`config.mk`:
```
export PLATFORM = sky130hd
export DESIGN_NAME = write_data_router
export DESIGN_NICKNAME = d
export VERILOG_FILES = /design/src/rtl/write_data_router.sv
export SDC_FILE = /design/constraint.sdc
export NUM_CORES = 1
export LEC_CHECK = 0
export BUFFER_PORTS_ARGS = -buffer_cell sky130_fd_sc_hd__buf_2
export CAP_MARGIN = 5
export CORE_MARGIN = 8
export CORE_UTILIZATION = 31
export CTS_CLUSTER_DIAMETER = 50
export DETAILED_ROUTE_END_ITERATION = 10
export PLACE_DENSITY = 0.72
export SYNTH_ARGS = -nofsm -noshare
export SYNTH_HDL_FRONTEND = slang
export SYNTH_SLANG_ARGS = --single-unit
export TNS_END_PERCENT = 10
```
`constraint.sdc`:
```
create_clock -name ACLK -period 4.5 [get_ports ACLK]
set_input_delay 0.9 -clock ACLK [delete_from_list [all_inputs] [get_ports ACLK]]
set_output_delay 0.9 -clock ACLK [all_outputs]
set_load 0.01 [all_outputs]
```
`src/rtl/write_data_router.sv`:
```
// write_data_router
//   Routes the W channel of the master at the head of the write-address
//   queue onto the single slave W channel, one burst at a time.
//
//   Ports
//     ACLK, ARESET              clock, asynchronous active-high reset
//     Write_Data_HandShake_En   queue non-empty (level)
//     Write_Data_Master         master index at the queue head
//     Write_Data_Finsh          one-cycle pulse, burst done; pops the queue
//     M_W*                      flattened per-master W channels (slice i = master i)
//     S_W*                      slave W channel
//     Busy                      high while a burst is being forwarded
//     Protocol_Error            sticky: bad master index or beat limit overrun
module write_data_router #(
   parameter int Masters_Num = 2,
   parameter int ID_Size     = $clog2(Masters_Num),
   parameter int Data_Width  = 32,
   parameter int Max_Beats   = 256
) (
   input  logic                             ACLK,
   input  logic                             ARESET,
   input  logic                             Write_Data_HandShake_En,
   input  logic [ID_Size-1:0]               Write_Data_Master,
   output logic                             Write_Data_Finsh,
   input  logic [Masters_Num*Data_Width-1:0]     M_WDATA,
   input  logic [Masters_Num*(Data_Width/8)-1:0] M_WSTRB,
   input  logic [Masters_Num-1:0]           M_WLAST,
   input  logic [Masters_Num-1:0]           M_WVALID,
   output logic [Masters_Num-1:0]           M_WREADY,
   output logic [Data_Width-1:0]            S_WDATA,
   output logic [Data_Width/8-1:0]          S_WSTRB,
   output logic                             S_WLAST,
   output logic                             S_WVALID,
   input  logic                             S_WREADY,
   output logic                             Busy,
   output logic                             Protocol_Error
);

   localparam int Strb_Width = Data_Width/8;
   localparam int Cnt_Width  = $clog2(Max_Beats) + 1;

   typedef enum logic [1:0] {IDLE, ACTIVE, DRAIN} state_t;

   state_t                 state, state_nxt;
   logic [ID_Size-1:0]     sel;
   logic [Cnt_Width-1:0]   beat_cnt;

   logic                   sel_ok;
   logic [Data_Width-1:0]  sel_wdata;
   logic [Strb_Width-1:0]  sel_wstrb;
   logic                   sel_wlast, sel_wvalid;
   logic                   active, route, beat, at_limit, burst_end, limit_err;

   // Slice select. sel_ok is low when the queued index names no master
   // (possible when Masters_Num is not a power of two).
   always_comb begin
      sel_ok     = 1'b0;
      sel_wdata  = '0;
      sel_wstrb  = '0;
      sel_wlast  = 1'b0;
      sel_wvalid = 1'b0;
      for (int i = 0; i < Masters_Num; i++) begin
         if (int'(sel) == i) begin
            sel_ok     = 1'b1;
            sel_wdata  = M_WDATA[i*Data_Width +: Data_Width];
            sel_wstrb  = M_WSTRB[i*Strb_Width +: Strb_Width];
            sel_wlast  = M_WLAST[i];
            sel_wvalid = M_WVALID[i];
         end
      end
   end

   assign active   = (state == ACTIVE);
   assign route    = active & sel_ok;
   // The beat that would bring the count to Max_Beats is the last one we take.
   assign at_limit = (beat_cnt == Cnt_Width'(Max_Beats - 1));

   assign S_WVALID = route & sel_wvalid;
   assign S_WDATA  = route ? sel_wdata : '0;
   assign S_WSTRB  = route ? sel_wstrb : '0;
   assign S_WLAST  = route & (sel_wlast | at_limit);
   assign Busy     = active;

   assign beat      = S_WVALID & S_WREADY;
   assign burst_end = beat & (sel_wlast | at_limit);
   assign limit_err = beat & at_limit & ~sel_wlast;

   always_comb begin
      M_WREADY = '0;
      for (int i = 0; i < Masters_Num; i++)
         M_WREADY[i] = route & (int'(sel) == i) & S_WREADY;
   end

   always_comb begin
      state_nxt = state;
      case (state)
         IDLE:    if (Write_Data_HandShake_En) state_nxt = ACTIVE;
         ACTIVE:  if (!sel_ok || burst_end)    state_nxt = DRAIN;
         DRAIN:   state_nxt = IDLE;  // one cycle for the queue head to advance
         default: state_nxt = IDLE;
      endcase
   end

   always_ff @(posedge ACLK or posedge ARESET) begin
      if (ARESET) begin
         state            <= IDLE;
         sel              <= '0;
         beat_cnt         <= '0;
         Write_Data_Finsh <= 1'b0;
         Protocol_Error   <= 1'b0;
      end else begin
         state            <= state_nxt;
         Write_Data_Finsh <= active & (~sel_ok | burst_end);
         if (state == IDLE && Write_Data_HandShake_En) begin
            sel      <= Write_Data_Master;
            beat_cnt <= '0;
         end else if (beat && beat_cnt != Cnt_Width'(Max_Beats)) begin
            beat_cnt <= beat_cnt + Cnt_Width'(1);
         end
         if (active & (~sel_ok | limit_err))
            Protocol_Error <= 1'b1;
      end
   end

endmodule

```
* Word-level counts from Yosys, hierarchy flattened
Index checks and enable logic that the tools add are counted.
Widths: inputs -> output; s select.
** Operators by class
- $lt $le $gt $ge :: 0
- Multiplexer cells :: 11
- $add $sub $neg :: 1
- Shifts and indexed selects :: 0
- Multiply operators :: 0
- Reduce and logical (&&, ||, !) cells :: 5
- Eq/ne operators :: 5
- Divide/modulo/power cells :: 0
- Bitwise gates (word level) :: 15
** Operators by type and width (number)
- $mux 32 :: 2
- $mux 9 :: 2
- $and 1x1->1 :: 12
- $add 9x1->9 const B :: 1
- $eq 9x8->1 const B :: 1
- $ne 9x9->1 const B :: 1
- $mux 4 :: 2
- $mux 2 :: 2
- $pmux 2 s2 :: 1
- $eq 2x1->1 const B :: 1
- $logic_and 1x1->1 :: 2
- $logic_not 2->1 :: 1
- $mux 1 :: 2
- $ne 2x1->1 const B :: 1
- $ne 2x2->1 const B :: 1
- $not 1->1 :: 2
- $reduce_and 2->1 :: 1
- $reduce_bool 2->1 :: 1
- $or 1x1->1 :: 1
** Storage, ports and cells
- Memory bits (writable) :: 0
- Register bits :: 14
- Bits in latches :: 0
- Bits in read-only memories :: 0
- Logic and storage cells :: 42
- Output and inout port bits :: 43
- Memories :: 0
- Input bits :: 81

* Longest topological paths before layout
- Depth after elaboration :: 6
- Gate-level depth with buffers :: 7
- Gate-level depth less buffers :: 7

* Worst setup path after synthesis
Ideal clock, no wire load.
- Path type :: input -> output
- From :: input M_WVALID[1]
- To :: output S_WVALID
- Setup slack :: 2.227 ns
- Buffers on the path :: 0
- Stages on the path :: 2
- Required time :: 3.600 ns
- Data arrival time :: 1.373 ns
- Path through :: mux2i_2 > nor2_1
** Between the ends
- Longest elaborated chain between the ends :: 2
** Ends and longest elaborated chain
- start: declaration :: RTL line 28 : input logic [Masters_Num-1:0] M_WVALID,
- $mux 1 :: RTL line 63 : if (int'(sel) == i) begin
- $and 1x1->1 :: RTL line 78 : assign S_WVALID = route & sel_wvalid;
- end: declaration :: RTL line 33 : output logic S_WVALID,
No other way between the ends.

* Worst setup path in the final report
- From :: register state[1]
- To :: output M_WREADY[1]
** Between the ends
- Longest elaborated chain between the ends :: 3
** Ends and longest elaborated chain
- start: declaration :: RTL line 44 : state_t state, state_nxt;
- start signal: assignment :: RTL line 112 : state <= state_nxt;
- $eq 2x1->1 :: RTL line 73 : assign active = (state == ACTIVE);
- $and 1x1->1 (2 in series) :: RTL line 91 : M_WREADY[i] = route & (int'(sel) == i) & S_WREADY;
- end: declaration :: RTL line 29 : output logic [Masters_Num-1:0] M_WREADY,
No other way between the ends.

==> results by group <==
CTS
  • CTS Hold Bufs: 0
  • Worst-path clk slew: around 60 ps
  • Postcts setup bufs: 0
  • Cts repair resizes: 0
  • Max Root-Sink Buffers: 2
  • Htree depth: 1
  • TritonCTS clock tree: built
  • Clock Sinks: 14
  • Inserted Clock Buffers: 3
  • Clk_lat worst skew: between 200 and 300 ps
  • CTS root buffer: clkbuf_8

Yosys
  • Commonest register cell after synthesis: dfrtp_1
  • Synth Instances: around 160
  • Sequential area share after synthesis: 0.273
  • Post-synth EDFFs: 0
  • Syn Area/Cell: around 8 sq um
  • Adder-Cell Fraction of Synth Area: 0.0293
  • Synth area leader: mux2i_1
  • Mux cell area share after synthesis: 0.339
  • Ys async rst share: 1.00
  • Simple-gate share of the synthesized area: 0.260
  • Yosys Warn Count: 0
  • Synth Area in XOR/XNOR: 0.0137
  • Seq cells post-synth: 14
  • Top cell type's share of synthesized area: 0.328
  • Syn Nets: 243
  • Largest family of logic cells by synthesized area: multiplexers
  • Synth area leaders: mux2i_1 (33%), dfrtp_1 (27%), nor2_1 (13%)
  • Compound-Gate Fraction of Synth Area: 0.0371
  • Yosys cell types: 25
  • Synthesized cell area: between 1000 and 1500 sq um

Worst setup path
  • Reg2Reg Setup Slack: approximately 2500 ps
  • FF-to-FF Start: sel
  • Critical Path Max Stage Delay: around 600 ps
  • Setup crit end kind: output port
  • CP delay by family, top: simple AND/OR/NAND/NOR gates
  • CP Cell Sequence: nand2b_1, buf_4, inv_1, and3_1, buf_2
  • Reg2reg end: beat_cnt[6]
  • Worst path bufs/invs: 3
  • Critical path class: register to output port
  • Critical Path Slowest Stage Cell: nand2b_1
  • Critical path arrival: roughly 2000 ps
  • Cell depth of the worst setup path: 5
  • Critical Path RT: ~3600 ps
  • R2R depth: 4
  • Worst setup endpoint: M_WREADY[1]
  • Critical path origin: state[1]
  • Startpoint Class: register
  • Crit path max fanout: 21

Status
  • Status: complete, no violations

Pwr
  • Sequential share of power: 0.213
  • Net Sw Power: around 0.00048 W
  • Logic pwr share: 0.662
  • Worst vdd ir: 0.000202 V
  • P_leak: roughly 1.2 nW
  • Internal power: 0.000520 W
  • Power Dens Cells: 502 nW/um^2
  • Switch share: 0.480
  • Clock share of power: 0.125

Routing
  • Drc violations: 0
  • Post-route ant nets: 0
  • Routed length per instance: 15.3 microns
  • Initial DRC Count: between 60 and 70
  • Drt total wl: just over 5000 microns
  • Routed via count: 1563
  • Initial DRT Pass Iterations: 4
  • Vias per std cell: 4.75

Timing
  • RSZ-0062 raised after global routing: no
  • Tmin final: between 2000 and 3000 ps
  • Max Transition Viols Final: 0
  • Crit share post-route: 0.635
  • # setup viols final: 0
  • WHS: 482 ps
  • Final Hold Vio Count: 0
  • Worst rel slew slack: 0.514
  • Setup TNS: 0 ps
  • Final setup margin: 1640 ps
  • Slew of the pin with the lowest slew margin: 729 ps
  • Highest clock rate: about 0.35 GHz
  • Clk_skew: just over 4 ps

Final layout
  • Area Overhead vs Synth: 55.1%
  • Sequential cell area: between 300 and 400 sq um
  • Final Net Count: about 360
  • Area occupied by multi-input gates: approximately 870 sq um
  • Antenna diode count: 0
  • Layout cells sized above 1: 0.473
  • Most frequent cells in the layout: buf_2 (123), nor2_1 (44), mux2i_1 (42)
  • # fillers: 421
  • Commonest non-fill, non-tap cell in the layout: buf_2

Placed design
  • Gp weighted congestion: ~0.83
  • PortBufs: 123
  • DP HPWL: between 4000 and 5000 microns
  • Place WS: 1910 ps

GRT
  • Largest net degree at the start of global routing: 26
  • Met3 Use GR: 0.0569
  • Number of global-route vias before repair: approximately 1500
  • GR Util met1: 0.156
  • Grt total ovfl: 0
  • GRT Total Usage: 0.142
  • Met2 Track Usage GR: 0.251
  • Initial antenna violation count: 0
  • First-pass GRT wire length: ~7300 microns
  • Grt peak-use layer: met2

Die
  • Row Count: 23
  • Die ar.: 6450 sq um
  • Die Width: about 80 microns
  • Starting density of the core: 0.321
  • Core ar.: between 4000 and 5000 sq um
  • I/O pin cnt: between 100 and 150
  • Die Span Y: around 80 microns

Hold path
  • Worst min-delay path class: register to register

Flow run
  • Max-cap viol count: 0
==> cells by family after synthesis <==
group	Yosys count
adder cells (fa/ha/maj)	3
flip-flops	14
multiplexers	43
buffers and inverters	14
XOR/XNOR	2
AND/OR/NAND/NOR	78
AO/OA/AOI/OAI	5
==> how the worst min path moves through the flow <==
stage | start | endpoint | slack, ps | depth (start not counted)
finish | Protocol_Error | Protocol_Error | 480 | 1
global route | Protocol_Error | Protocol_Error | 500 | 1
CTS | Protocol_Error | Protocol_Error | 480 | 1
detailed placement | Protocol_Error | Protocol_Error | 470 | 1
global placement | Protocol_Error | Protocol_Error | 460 | 1
floorplan | beat_cnt[7] | beat_cnt[7] | 470 | 1
==> metal layers <==
metal / vias up / wire (microns) / share of wire
met3: 8 / 600 / 0.12
li1: 781 / - / -
met2: 74 / 2490 / 0.49
met4: 0 / 53 / 0.011
met1: 700 / 1900 / 0.38
met5: - / 0 / 0
==> layout make-up <==
class / count / share of cell area
inverters: 5 / 0.00943
multi-input cells: 131 / 0.438
well taps: 50 / 0.0314
clock buffers: 4 / 0.0277
repair buffers: 125 / 0.317
flip-flops and latches: 14 / 0.177
==> registers in the layout, summed over array words and instances (netlist names) <==
| name | count |
|---|---|
| beat_cnt | 9 |
| Write_Data_Finsh | 1 |
| Protocol_Error | 1 |
| sel | 1 |
| state | 2 |
==> Yosys cell counts (all sizes together), types with 3 or more instances <==
| library cell | n |
|---|---|
| inv | 5 |
| nand3 | 4 |
| nand2 | 15 |
| nor2 | 44 |
| mux2i | 43 |
| nor3 | 5 |
| clkbuf | 4 |
| dfrtp | 14 |
| ha | 3 |
| buf | 5 |
==> worst reg2reg max path, stage by stage, from the launching register on <==
cell,delay [ps]
dfrtp_2,820
mux2i_2,290
a211oi_4,450
nand4_1,170
mux2i_1,150
==> power by group through the flow <==
| stage | logic (W) | registers, W | clock network [W] |
|---|---|---|---|
| final | 0.000661 | 0.000212 | 0.000125 |
| after global routing | 0.000726 | 0.000219 | 0.000133 |
| after CTS | 0.000670 | 0.000213 | 0.000129 |
| after detailed placement | 0.000668 | 0.000215 | 0 |
| after global placement | 0.000660 | 0.000213 | 0 |
| after floorplan | 0.000466 | 0.000163 | 0 |
==> per-stage QoR <==
stage          cell area (sq um)  total power, W  utilization  instances
6_report                    1990        0.000999        0.497        329
5_1_grt                     1990         0.00108        0.497        329
4_1_cts                     1990         0.00101        0.497        329
3_5_place_dp                1930        0.000882        0.484        325
3_3_place_gp                1930        0.000874        0.484        325
2_1_floorplan               1280        0.000629            -        159
Note: power is estimated with default switching activity, not from simulation.
